[config.mk]
export PLATFORM = sky130hd
export DESIGN_NAME = imm_gen_pipe
export DESIGN_NICKNAME = d
export VERILOG_FILES = /design/src/rtl/imm_gen_pipe_pkg.sv /design/src/rtl/imm_gen_pipe_imm_extend.sv /design/src/rtl/imm_gen_pipe.sv
export SDC_FILE = /design/constraint.sdc
export NUM_CORES = 1
export LEC_CHECK = 0
export ABC_AREA = 0
export ABC_CLOCK_PERIOD_IN_PS = 2050
export CORE_MARGIN = 2
export CORE_UTILIZATION = 51
export CTS_BUF_LIST = sky130_fd_sc_hd__clkbuf_16
export CTS_CLUSTER_DIAMETER = 60
export CTS_CLUSTER_SIZE = 12
export DETAILED_ROUTE_END_ITERATION = 6
export GPL_ROUTABILITY_DRIVEN = 0
export PLACE_DENSITY = 0.92
export SYNTH_ARGS = -nofsm -noshare
export SYNTH_HDL_FRONTEND = slang
export SYNTH_SLANG_ARGS = --single-unit
[constraint.sdc]
create_clock -name clk -period 2.05 [get_ports clk]
set_input_delay 0.615 -clock clk [delete_from_list [all_inputs] [get_ports clk]]
set_output_delay 0.615 -clock clk [all_outputs]
set_load 0.1 [all_outputs]
[src/rtl/imm_gen_pipe_pkg.sv]
// Shared definitions for the immediate-generation pipeline.
//   - ImmSrc encodings (3-bit immediate format select)
//   - entry_t: one buffered result {valid, imm, tag, err}
//   - is_reserved(): true for the reserved format select
// entry_t is sized for the widest legal configuration (64-bit immediate,
// up to 16-bit tag). Narrower instances use the low bits only.
package imm_gen_pipe_pkg;

    localparam logic [2:0] IMM_I   = 3'b000;
    localparam logic [2:0] IMM_S   = 3'b001;
    localparam logic [2:0] IMM_B   = 3'b010;
    localparam logic [2:0] IMM_J   = 3'b011;
    localparam logic [2:0] IMM_U   = 3'b100;
    localparam logic [2:0] IMM_Z   = 3'b101;
    localparam logic [2:0] IMM_SH  = 3'b110;
    localparam logic [2:0] IMM_RSV = 3'b111;

    localparam int IMM_MAX_W = 64;
    localparam int TAG_MAX_W = 16;

    typedef struct packed {
        logic                 valid;
        logic [IMM_MAX_W-1:0] imm;
        logic [TAG_MAX_W-1:0] tag;
        logic                 err;
    } entry_t;

    localparam entry_t ENTRY_EMPTY = '0;

    function automatic logic is_reserved(input logic [2:0] immsrc);
        return (immsrc == IMM_RSV);
    endfunction

endpackage

[src/rtl/imm_gen_pipe_imm_extend.sv]
// imm_extend: combinational immediate decode.
// Ports:
//   i_instr  [31:7]  instruction bits carrying immediate fields
//   i_immsrc [2:0]   format select (see imm_gen_pipe_pkg)
//   o_imm    [XLEN]  extended immediate
//   o_err            reserved format selected
// Every format is first assembled as a 64-bit value and then truncated to
// XLEN, so the 32- and 64-bit variants share one decode table and U-type
// automatically sign-extends above bit 31 when XLEN=64.
module imm_extend
    import imm_gen_pipe_pkg::*;
#(
    parameter int XLEN = 32
) (
    input  logic [31:7]     i_instr,
    input  logic [2:0]      i_immsrc,
    output logic [XLEN-1:0] o_imm,
    output logic            o_err
);

    logic [63:0] w_imm_wide;
    logic        w_sign;
    logic        w_unused_wide;

    assign w_sign = i_instr[31];

    // Format decode into a 64-bit immediate
    always_comb begin
        w_imm_wide = 64'h0;
        case (i_immsrc)
            IMM_I:  w_imm_wide = {{52{w_sign}}, i_instr[31:20]};
            IMM_S:  w_imm_wide = {{52{w_sign}}, i_instr[31:25], i_instr[11:7]};
            IMM_B:  w_imm_wide = {{51{w_sign}}, i_instr[31], i_instr[7],
                                  i_instr[30:25], i_instr[11:8], 1'b0};
            IMM_J:  w_imm_wide = {{43{w_sign}}, i_instr[31], i_instr[19:12],
                                  i_instr[20], i_instr[30:21], 1'b0};
            IMM_U:  w_imm_wide = {{32{w_sign}}, i_instr[31:12], 12'h000};
            IMM_Z:  w_imm_wide = {59'h0, i_instr[19:15]};
            IMM_SH: begin
                // RV64 shift amounts use one extra bit (instr[25])
                if (XLEN == 64) begin
                    w_imm_wide = {58'h0, i_instr[25:20]};
                end else begin
                    w_imm_wide = {59'h0, i_instr[24:20]};
                end
            end
            IMM_RSV: w_imm_wide = 64'h0;
            default: w_imm_wide = 64'h0;
        endcase
    end

    assign o_imm = w_imm_wide[XLEN-1:0];
    assign o_err = is_reserved(i_immsrc);

    // Upper bits are intentionally dropped when XLEN=32
    assign w_unused_wide = ^w_imm_wide;

endmodule

[src/rtl/imm_gen_pipe.sv]
// imm_gen_pipe: immediate generator with a 2-entry skid buffer.
// Ports:
//   clk, rst_n (sync, active-low), flush
//   in_valid/in_ready/in_instr/in_immsrc/in_tag   upstream handshake + data
//   out_valid/out_ready/out_imm/out_tag/out_err   downstream handshake + data
// The immediate is decoded combinationally at the input and registered.
// Main register M drives the outputs; skid register S absorbs one entry
// when M is stalled. in_ready is a register equal to "S will be empty".
// TAG_W must not exceed imm_gen_pipe_pkg::TAG_MAX_W.
module imm_gen_pipe
    import imm_gen_pipe_pkg::*;
#(
    parameter int XLEN  = 32,
    parameter int TAG_W = 5
) (
    input  logic             clk,
    input  logic             rst_n,
    input  logic             flush,
    input  logic             in_valid,
    output logic             in_ready,
    input  logic [31:0]      in_instr,
    input  logic [2:0]       in_immsrc,
    input  logic [TAG_W-1:0] in_tag,
    output logic             out_valid,
    input  logic             out_ready,
    output logic [XLEN-1:0]  out_imm,
    output logic [TAG_W-1:0] out_tag,
    output logic             out_err
);

    logic [XLEN-1:0] w_imm;
    logic            w_err;
    logic            w_acc;
    logic            w_fire;
    entry_t          w_new;
    entry_t          w_m_nxt;
    entry_t          w_s_nxt;
    entry_t          r_m;
    entry_t          r_s;
    logic            r_in_ready;
    logic            w_unused_opcode;
    logic            w_unused_entry;

    imm_extend #(
        .XLEN(XLEN)
    ) u_imm_extend (
        .i_instr (in_instr[31:7]),
        .i_immsrc(in_immsrc),
        .o_imm   (w_imm),
        .o_err   (w_err)
    );

    assign w_acc  = in_valid && r_in_ready;
    assign w_fire = r_m.valid && out_ready;

    // Pack the freshly decoded instruction into an entry
    always_comb begin
        w_new       = ENTRY_EMPTY;
        w_new.valid = 1'b1;
        w_new.imm   = IMM_MAX_W'(w_imm);
        w_new.tag   = TAG_MAX_W'(in_tag);
        w_new.err   = w_err;
    end

    // Skid-buffer next state: S refills M first, then new data goes to
    // whichever register is free. S is only written while M is stalled.
    always_comb begin
        w_m_nxt = r_m;
        w_s_nxt = r_s;
        if (w_fire) begin
            if (r_s.valid) begin
                // in_ready is low here, so no accept can collide
                w_m_nxt       = r_s;
                w_s_nxt.valid = 1'b0;
            end else if (w_acc) begin
                w_m_nxt = w_new;
            end else begin
                w_m_nxt.valid = 1'b0;
            end
        end else if (!r_m.valid) begin
            if (w_acc) begin
                w_m_nxt = w_new;
            end else begin
                w_m_nxt = r_m;
            end
        end else begin
            if (w_acc) begin
                w_s_nxt = w_new;
            end else begin
                w_s_nxt = r_s;
            end
        end
    end

    // State registers: reset beats flush beats normal handshaking
    always_ff @(posedge clk) begin
        if (!rst_n) begin
            r_m        <= ENTRY_EMPTY;
            r_s        <= ENTRY_EMPTY;
            r_in_ready <= 1'b1;
        end else if (flush) begin
            r_m.valid  <= 1'b0;
            r_s.valid  <= 1'b0;
            r_in_ready <= 1'b1;
        end else begin
            r_m        <= w_m_nxt;
            r_s        <= w_s_nxt;
            r_in_ready <= !w_s_nxt.valid;
        end
    end

    assign in_ready  = r_in_ready;
    assign out_valid = r_m.valid;
    assign out_imm   = r_m.imm[XLEN-1:0];
    assign out_tag   = r_m.tag[TAG_W-1:0];
    assign out_err   = r_m.err;

    // Opcode bits and the unused upper entry bits carry no immediate data
    assign w_unused_opcode = ^in_instr[6:0];
    assign w_unused_entry  = ^{r_m.imm, r_m.tag};

endmodule

==> impl_results.md <==
- Status: finished with violations
- Failing checks: setup timing
- DR vias/cell: 6.91
- Hold path endpoint: r_s[41]$_SDFFE_PN0P_
- FF-to-FF Start: out_valid$_SDFF_PP0_
- Syn Inst Count: 470
- R2r worst-path depth: 5
- Overall power: between 4000 and 5000 uW
- Crit path capture type: flop
- Die width: between 90 and 100 microns
- Vias in the first global route: 4442
- Clk_lat worst skew: 350 ps
- First-pass GRT wire length: about 22000 microns
- Post-synth net total: 515
- Total core area: 0.00729 sq mm
- Fin. Hold Viols: 0
- Final net count: just under 600
- Max incr delay on CP: just under 600 ps
- Hold_sp: r_s[41]$_SDFFE_PN0P_
- Die area: slightly above 0.008 sq mm
- MaxCap Viol Count: 0
- Seq cells post-synth: 79
- Clock H-tree levels: 3
- CP arrival: roughly 2300 ps
- Rel. slew slack: between 30% and 40%
- Main synth FF type: dfxtp_1
- CP required: 2270 ps
- Worst-path clk slew: roughly 70 ps
- Clk pwr share: a little over a third
- Worst setup SP type: input port
- Syn_area_per_cell: 8.19 sq um
- Cells along the critical path: clkdlybuf4s50_1 -> nor2b_1 -> or3_1 -> buf_4 -> a221oi_1 -> nor2_1
- Leak: ~0.0022 uW
- Worst r2r dst: out_imm[27]$_SDFFE_PN0P_
- Netlist cell types: 40
- Leading area contributor after synthesis: dfxtp_1
- TNS Setup: -89.1 ps
- CTS tree: built
- Flop pwr share: about two fifths
- CP max FO: 17
- Async set-reset flop share out of synthesis: 0%
- Cell with the most instances after synthesis: dfxtp_1
- Clk buf depth: 2
- DRT Pass-1 Iters: 7
- Most common library cells after synthesis: dfxtp_1 (79), nand2_1 (62), a21oi_1 (50), o21ai_0 (40), nor2_1 (26)
- Layout cell share with drive strength beyond 1: roughly a fifth
- Synthesized cell area: a little under 0.004 sq mm
- Die height: ~91 microns
- Post-synth EDFFs: 0
- Vias: 4477
- Post-DP HPWL: roughly 8200 microns
- Drt wl/cell: around 22 microns
- Tmin final: approximately 2100 ps
- Area contributors post-synth: dfxtp_1 (41%), a21oi_1 (6.5%), nand2_1 (6.0%)
- Final Non-Filler Cells: 648
- Port buffer count: 77
- Gr ovfl total: 0
- Placed cell count: roughly 630
- Drt total wl: 14500 microns
- Site Rows: 31
- Multi-input gate area: 0.00207 sq mm
- Hold buffers post-CTS: 0
- Worst hold path type: reg -> reg
- Final setup viols: 3
- Fin. max-slew vios: 0
- Initial antenna violation count: 0
- Fill count: roughly 430
- # clock sinks: approximately 80
- Tightest Pin Transition: roughly 1000 ps
- Sw Ratio: 32.8%
- Gate power share: between 20% and 30%
- Drt drc: 0
- Sw power: 1350 uW
- Post-Route Skew: roughly 12 ps
- Area delta synth->final: 46.0%
- Critical Path Slowest Stage Cell: clkdlybuf4s50_1
- Largest net degree at the start of global routing: 35
- Cts bufs inserted: 9
- R2R Setup Slk: between 200 and 300 ps
- Critical path class: in -> reg
- Power Density: approximately 730 mW/mm^2
- Final setup margin: -48.7 ps
- GRT Overall Usage: roughly 34%
- Final antenna-violating net count: 0
- Pint: around 2800 uW
- 1st-iter DRT viols: 884
- Unrepaired setup endpoints after global routing: true
- Hold path depth: 2
- Synth warnings: 0
- Area post-placement: 0.00519 sq mm
- Register area share after synthesis: between 40% and 50%
- Max IR drop VDD: between 600 and 700 uV
- Period utilisation layout: 102%
- Fin area: ~0.0056 sq mm
- Initial cell density of the core: a little over half
- Root buf cell: clkbuf_16
- Io pins: between 80 and 90
- Max Clk Rate: between 400 and 500 MHz
- Top-area cell type share of the netlist area: approximately 40%
- Ant diodes: 0
- Register area: approximately 0.0016 sq mm
[how the worst max path moves through the flow]
stage / slack [ps] / end / depth (start not counted) / from
final: -50 / out_imm[27]$_SDFFE_PN0P_ / 6 / out_ready
after global routing: -100 / out_imm[27]$_SDFFE_PN0P_ / 6 / out_ready
after CTS: 5 / r_s[20]$_SDFFE_PN0P_ / 6 / in_immsrc[0]
after detailed placement: -710 / r_s[38]$_SDFFE_PN0P_ / 5 / in_immsrc[2]
after global placement: -660 / r_s[41]$_SDFFE_PN0P_ / 5 / in_immsrc[2]
after floorplan: 170 / out_imm[11]$_SDFFE_PN0P_ / 6 / in_ready$_SDFF_PP1_
[registers in the layout, indices dropped and copies added, names as in the netlist]
| name | count |
|---|---|
| out_tag | 5 |
| out_err | 1 |
| in_ready | 1 |
| out_valid | 1 |
| r_s | 39 |
| out_imm | 32 |
[stage by stage]
stage	hold WS, ps	util (%)	worst slack [ps]
3_5_place_dp	448	71.2	-710
5_1_grt	483	77.0	-98.4
3_3_place_gp	438	71.2	-655
2_1_floorplan	432	-	168
6_report	461	77.0	-48.7
4_1_cts	460	76.3	4.52
[power groups by stage]
stage / clock [uW] / sequential [uW] / combinational, uW
2_1_floorplan: 0 / 1940 / 261
3_3_place_gp: 0 / 1670 / 889
5_1_grt: 1550 / 1640 / 1010
4_1_cts: 1490 / 1640 / 937
3_5_place_dp: 0 / 1670 / 916
6_report: 1510 / 1640 / 980
[repair_timing]
| item | in CTS | in global routing |
|---|---|---|
| pin swaps | 1 | 0 |
| gates cloned | 2 | 0 |
| endpoints found under the hold margin | 0 | 0 |
| setup buffers | 1 | 0 |
| resized for setup | 10 | 13 |
| setup endpoints to repair | 35 | 37 |
[cells in the final DEF (no fill, tap or decap), types with 6 or more instances in the layout]
cell and n:
a21o_1 11, a21oi_1 48, a221oi_1 17, a221oi_2 6, a22oi_1 6, a32oi_1 6, buf_12 45, buf_4 23
clkbuf_16 9, clkdlybuf4s50_1 33, dfxtp_1 77, mux2i_1 6, nand2_1 62, nand3_1 22, nand3b_1 8, nand4_1 8
nand4b_1 8, nor2_1 25, nor2b_1 13, o21ai_0 40, o21ai_1 17, or4bb_1 8
[layout make-up]
class	count	share of cell area, %
Multi-Input combinational cell	339	36.9
Timing Repair Buffer	110	27.5
Clock buffer	9	4.01
Tap cell	99	2.20
Inverter	5	0.334
Sequential cell	79	28.2
Clock inverter	7	0.869
[worst max-delay path, delay by kind of cell]
kind | cells | cell delay (ps)
AO/OA/AOI/OAI | 1 | 300
buffers and inverters | 2 | 810
AND/OR/NAND/NOR | 3 | 580
[cells by family after synthesis]
group	count (synthesis)	share of synthesized area, %
muxes	11	3.02
xor gates and xnor gates	1	0.423
and+or+nand+nor	171	23.8
AOI/OAI and AO/OA	156	25.1
DFF	79	41.1
buffers and inverters	52	6.57
[routing by layer]
layer  track usage, %  up-vias  part of all wire, %
met5                0        -                    0
met4             23.1        0                  7.3
met3             8.68      128                   10
met2             56.0      441                   48
met1             37.5     2057                   34
li1                 -     1851                    -
(Power assumes the default switching activity.)
==> patch: new RTL, same flow settings <==
`XLEN` is set to 32 in 2 places; all go to 36. Comments in the files are not updated.
--- a/src/rtl/imm_gen_pipe_imm_extend.sv
+++ b/src/rtl/imm_gen_pipe_imm_extend.sv
@@ -11,5 +11,5 @@
     import imm_gen_pipe_pkg::*;
 #(
-    parameter int XLEN = 32
+    parameter int XLEN = 36
 ) (
     input  logic [31:7]     i_instr,
--- a/src/rtl/imm_gen_pipe.sv
+++ b/src/rtl/imm_gen_pipe.sv
@@ -11,5 +11,5 @@
     import imm_gen_pipe_pkg::*;
 #(
-    parameter int XLEN  = 32,
+    parameter int XLEN  = 36,
     parameter int TAG_W = 5
 ) (
Interface: changed (resized out_imm); port bits go from 85 to 89. The function was not compared with the original's and may differ.
==> patch against the unedited design <==
- the run still ends with setup timing left
- synthesized area hardly changed
- total power is 4.8% higher
- sequential cell count stayed put
- worst setup slack better by 0.046 ns
- final area is 2.1% higher
- critical path depth stayed put
- utilization is 1.6 points higher
- die area hardly changed
- wire length is 0.55% lower
- largest cell class unchanged
==> patch: results (changes against the unedited design) <==
Placement
  • Placed instance count: 638 (was 629)
  • Post-place setup slack: -0.578 ns (was -0.710 ns)
  • Placement Cell Area: 0.00530 mm^2 (was 0.00519 mm^2)
  • Post-DP HPWL: 8.31 mm (was 8.16 mm)

Timing
  • Final TNS setup: -0.00276 ns (was -0.0891 ns)
  • Final setup violation count: 1 (was 3)
  • Worst Max-Slew Pin Slew: 0.753 ns (was 1.00 ns)
  • Worst Clk Skew: 0.00713 ns (was 0.0121 ns)
  • Setup ws final: -0.00276 ns (was -0.0487 ns)

Cells and area
  • Final-stage net count: 601 (was 589)
  • Final non-filler cell total: 660 (was 648)
  • Share of cells above drive strength 1: 22.6% (was 21.1%)
  • Largest Register: r_s (unchanged)

Setup path
  • Worst Setup EP: out_imm[4] (was out_imm[27])
  • CP arrival: 2.29 ns (was 2.32 ns)
  • CP max FO: 25 (was 17)
  • R2R depth: 5 (unchanged)
  • RR Endpoint: out_tag[1] (was out_imm[27])
  • R2R Setup Slk: 0.31 ns (was 0.25 ns)
  • Crit path from: in_immsrc[1] (was out_ready)

Clock tree
  • H-tree depth: 3 (unchanged)

Route
  • DR iter-0 viols: 707 (was 884)
  • Met2 WL: 6.88 mm (was 6.95 mm)
  • Vias: 4,449 (was 4,477)
  • Pre-antenna DRT Iters: 5 (was 7)
  • Met3 wire length: 1.75 mm (was 1.47 mm)

Global routing
  • First-pass GRT wire length: 21.0 mm (was 22.0 mm)
  • Largest net degree at the start of global routing: 41 (was 35)
  • Total GRT Usage: 31.6% (was 33.6%)
  • Met1 Use GR: 39.5% (was 37.5%)
  • Vias in the first global route: 4,175 (was 4,442)
  • GR Util met3: 7.85% (was 8.68%)
  • M2 GR Usage: 51.7% (was 56.0%)

Power
  • Worst vdd ir: 0.567 mV (was 0.614 mV)
  • Pleak: 2.22 nW (was 2.17 nW)

Synthesis
  • Post-synthesis mux area share: 2.99% (was 3.02%)
  • Synth cell count leaders: 79 x dfxtp_1, 61 x nand2_1, 46 x a21oi_1 (was 79 x dfxtp_1, 62 x nand2_1, 50 x a21oi_1)
  • Synth async-reset ratio: 0% (unchanged)
  • XOR/XNOR share of the synthesized area: 0.422% (was 0.423%)
  • Synth top area cells: dfxtp_1 41%, a21oi_1 6.0%, nand2_1 5.9% (was dfxtp_1 41%, a21oi_1 6.5%, nand2_1 6.0%)
  • Unique cell type count in the Yosys netlist: 41 (was 40)
  • Syn Inst Count: 474 (was 470)
  • Synth Area in Compound Gates: 24.7% (was 25.1%)
  • Syn_nets: 519 (was 515)

Status
  • Status: finished, violations left (unchanged)
  • Failing checks: setup timing (unchanged)
## patch: cell types whose count changed after synthesis, moves of 2 or more
cell	change
a21oi_1	-4
a21oi_2	+4
a221oi_1	+3
a221oi_2	-3
buf_2	-4
buf_4	+8
buf_6	-3
clkbuf_1	+2
nor3_1	+2
o21ai_0	+5
o21ai_1	-5
or3b_1	-2
or3b_2	+2
## patch: final cells by class
class                   instances  area, um^2  area share (%)
well taps                      99         124            2.16
clock inverters                 7        72.6            1.26
repair buffers                122        1650            28.7
clock buffers                   9         225            3.93
inverters                       4        15.0           0.262
flip-flops and latches         79        1580            27.6
multi-input cells             340        2070            36.0
## patch: worst min path at each step
stage                   end  cells after the start    start  slack (ns)
floorplan           r_s[22]                      2  r_s[22]        0.43
global placement    r_s[27]                      2  r_s[27]        0.44
detailed placement  r_s[27]                      2  r_s[27]        0.45
CTS                 r_s[25]                      2  r_s[25]        0.46
global route        r_s[44]                      2  r_s[44]        0.47
finish              r_s[44]                      2  r_s[44]        0.47
## patch: cells by family (layout without fill, tap and decap cells)
kind of cell,count (synthesis),count (layout)
xor gates and xnor gates,1,1
muxes,11,11
AOI/OAI and AO/OA,155,155
DFF,79,79
buffers and inverters,55,142
and+or+nand+nor,173,173
## patch: timing repair
action,CTS,global route
endpoints found under the hold margin,0,0
pin swaps,0,1
setup buffers,0,5
resized for setup,5,13
gates cloned,0,1
setup endpoints to repair,27,52
## patch: worst max-delay path: stages
cell,delay [ns]
clkdlybuf4s50_1,0.50
buf_4,0.29
xor2_4,0.28
mux2i_1,0.26
mux2_2,0.25
o21ai_1,0.08
## patch: report_power, final
part           leakage [nW]  switching, mW  internal (mW)  total, mW
Sequential            0.642         0.0588           1.58       1.64
Clock                 0.148          0.703          0.948       1.65
Combinational          1.43          0.647          0.389       1.04
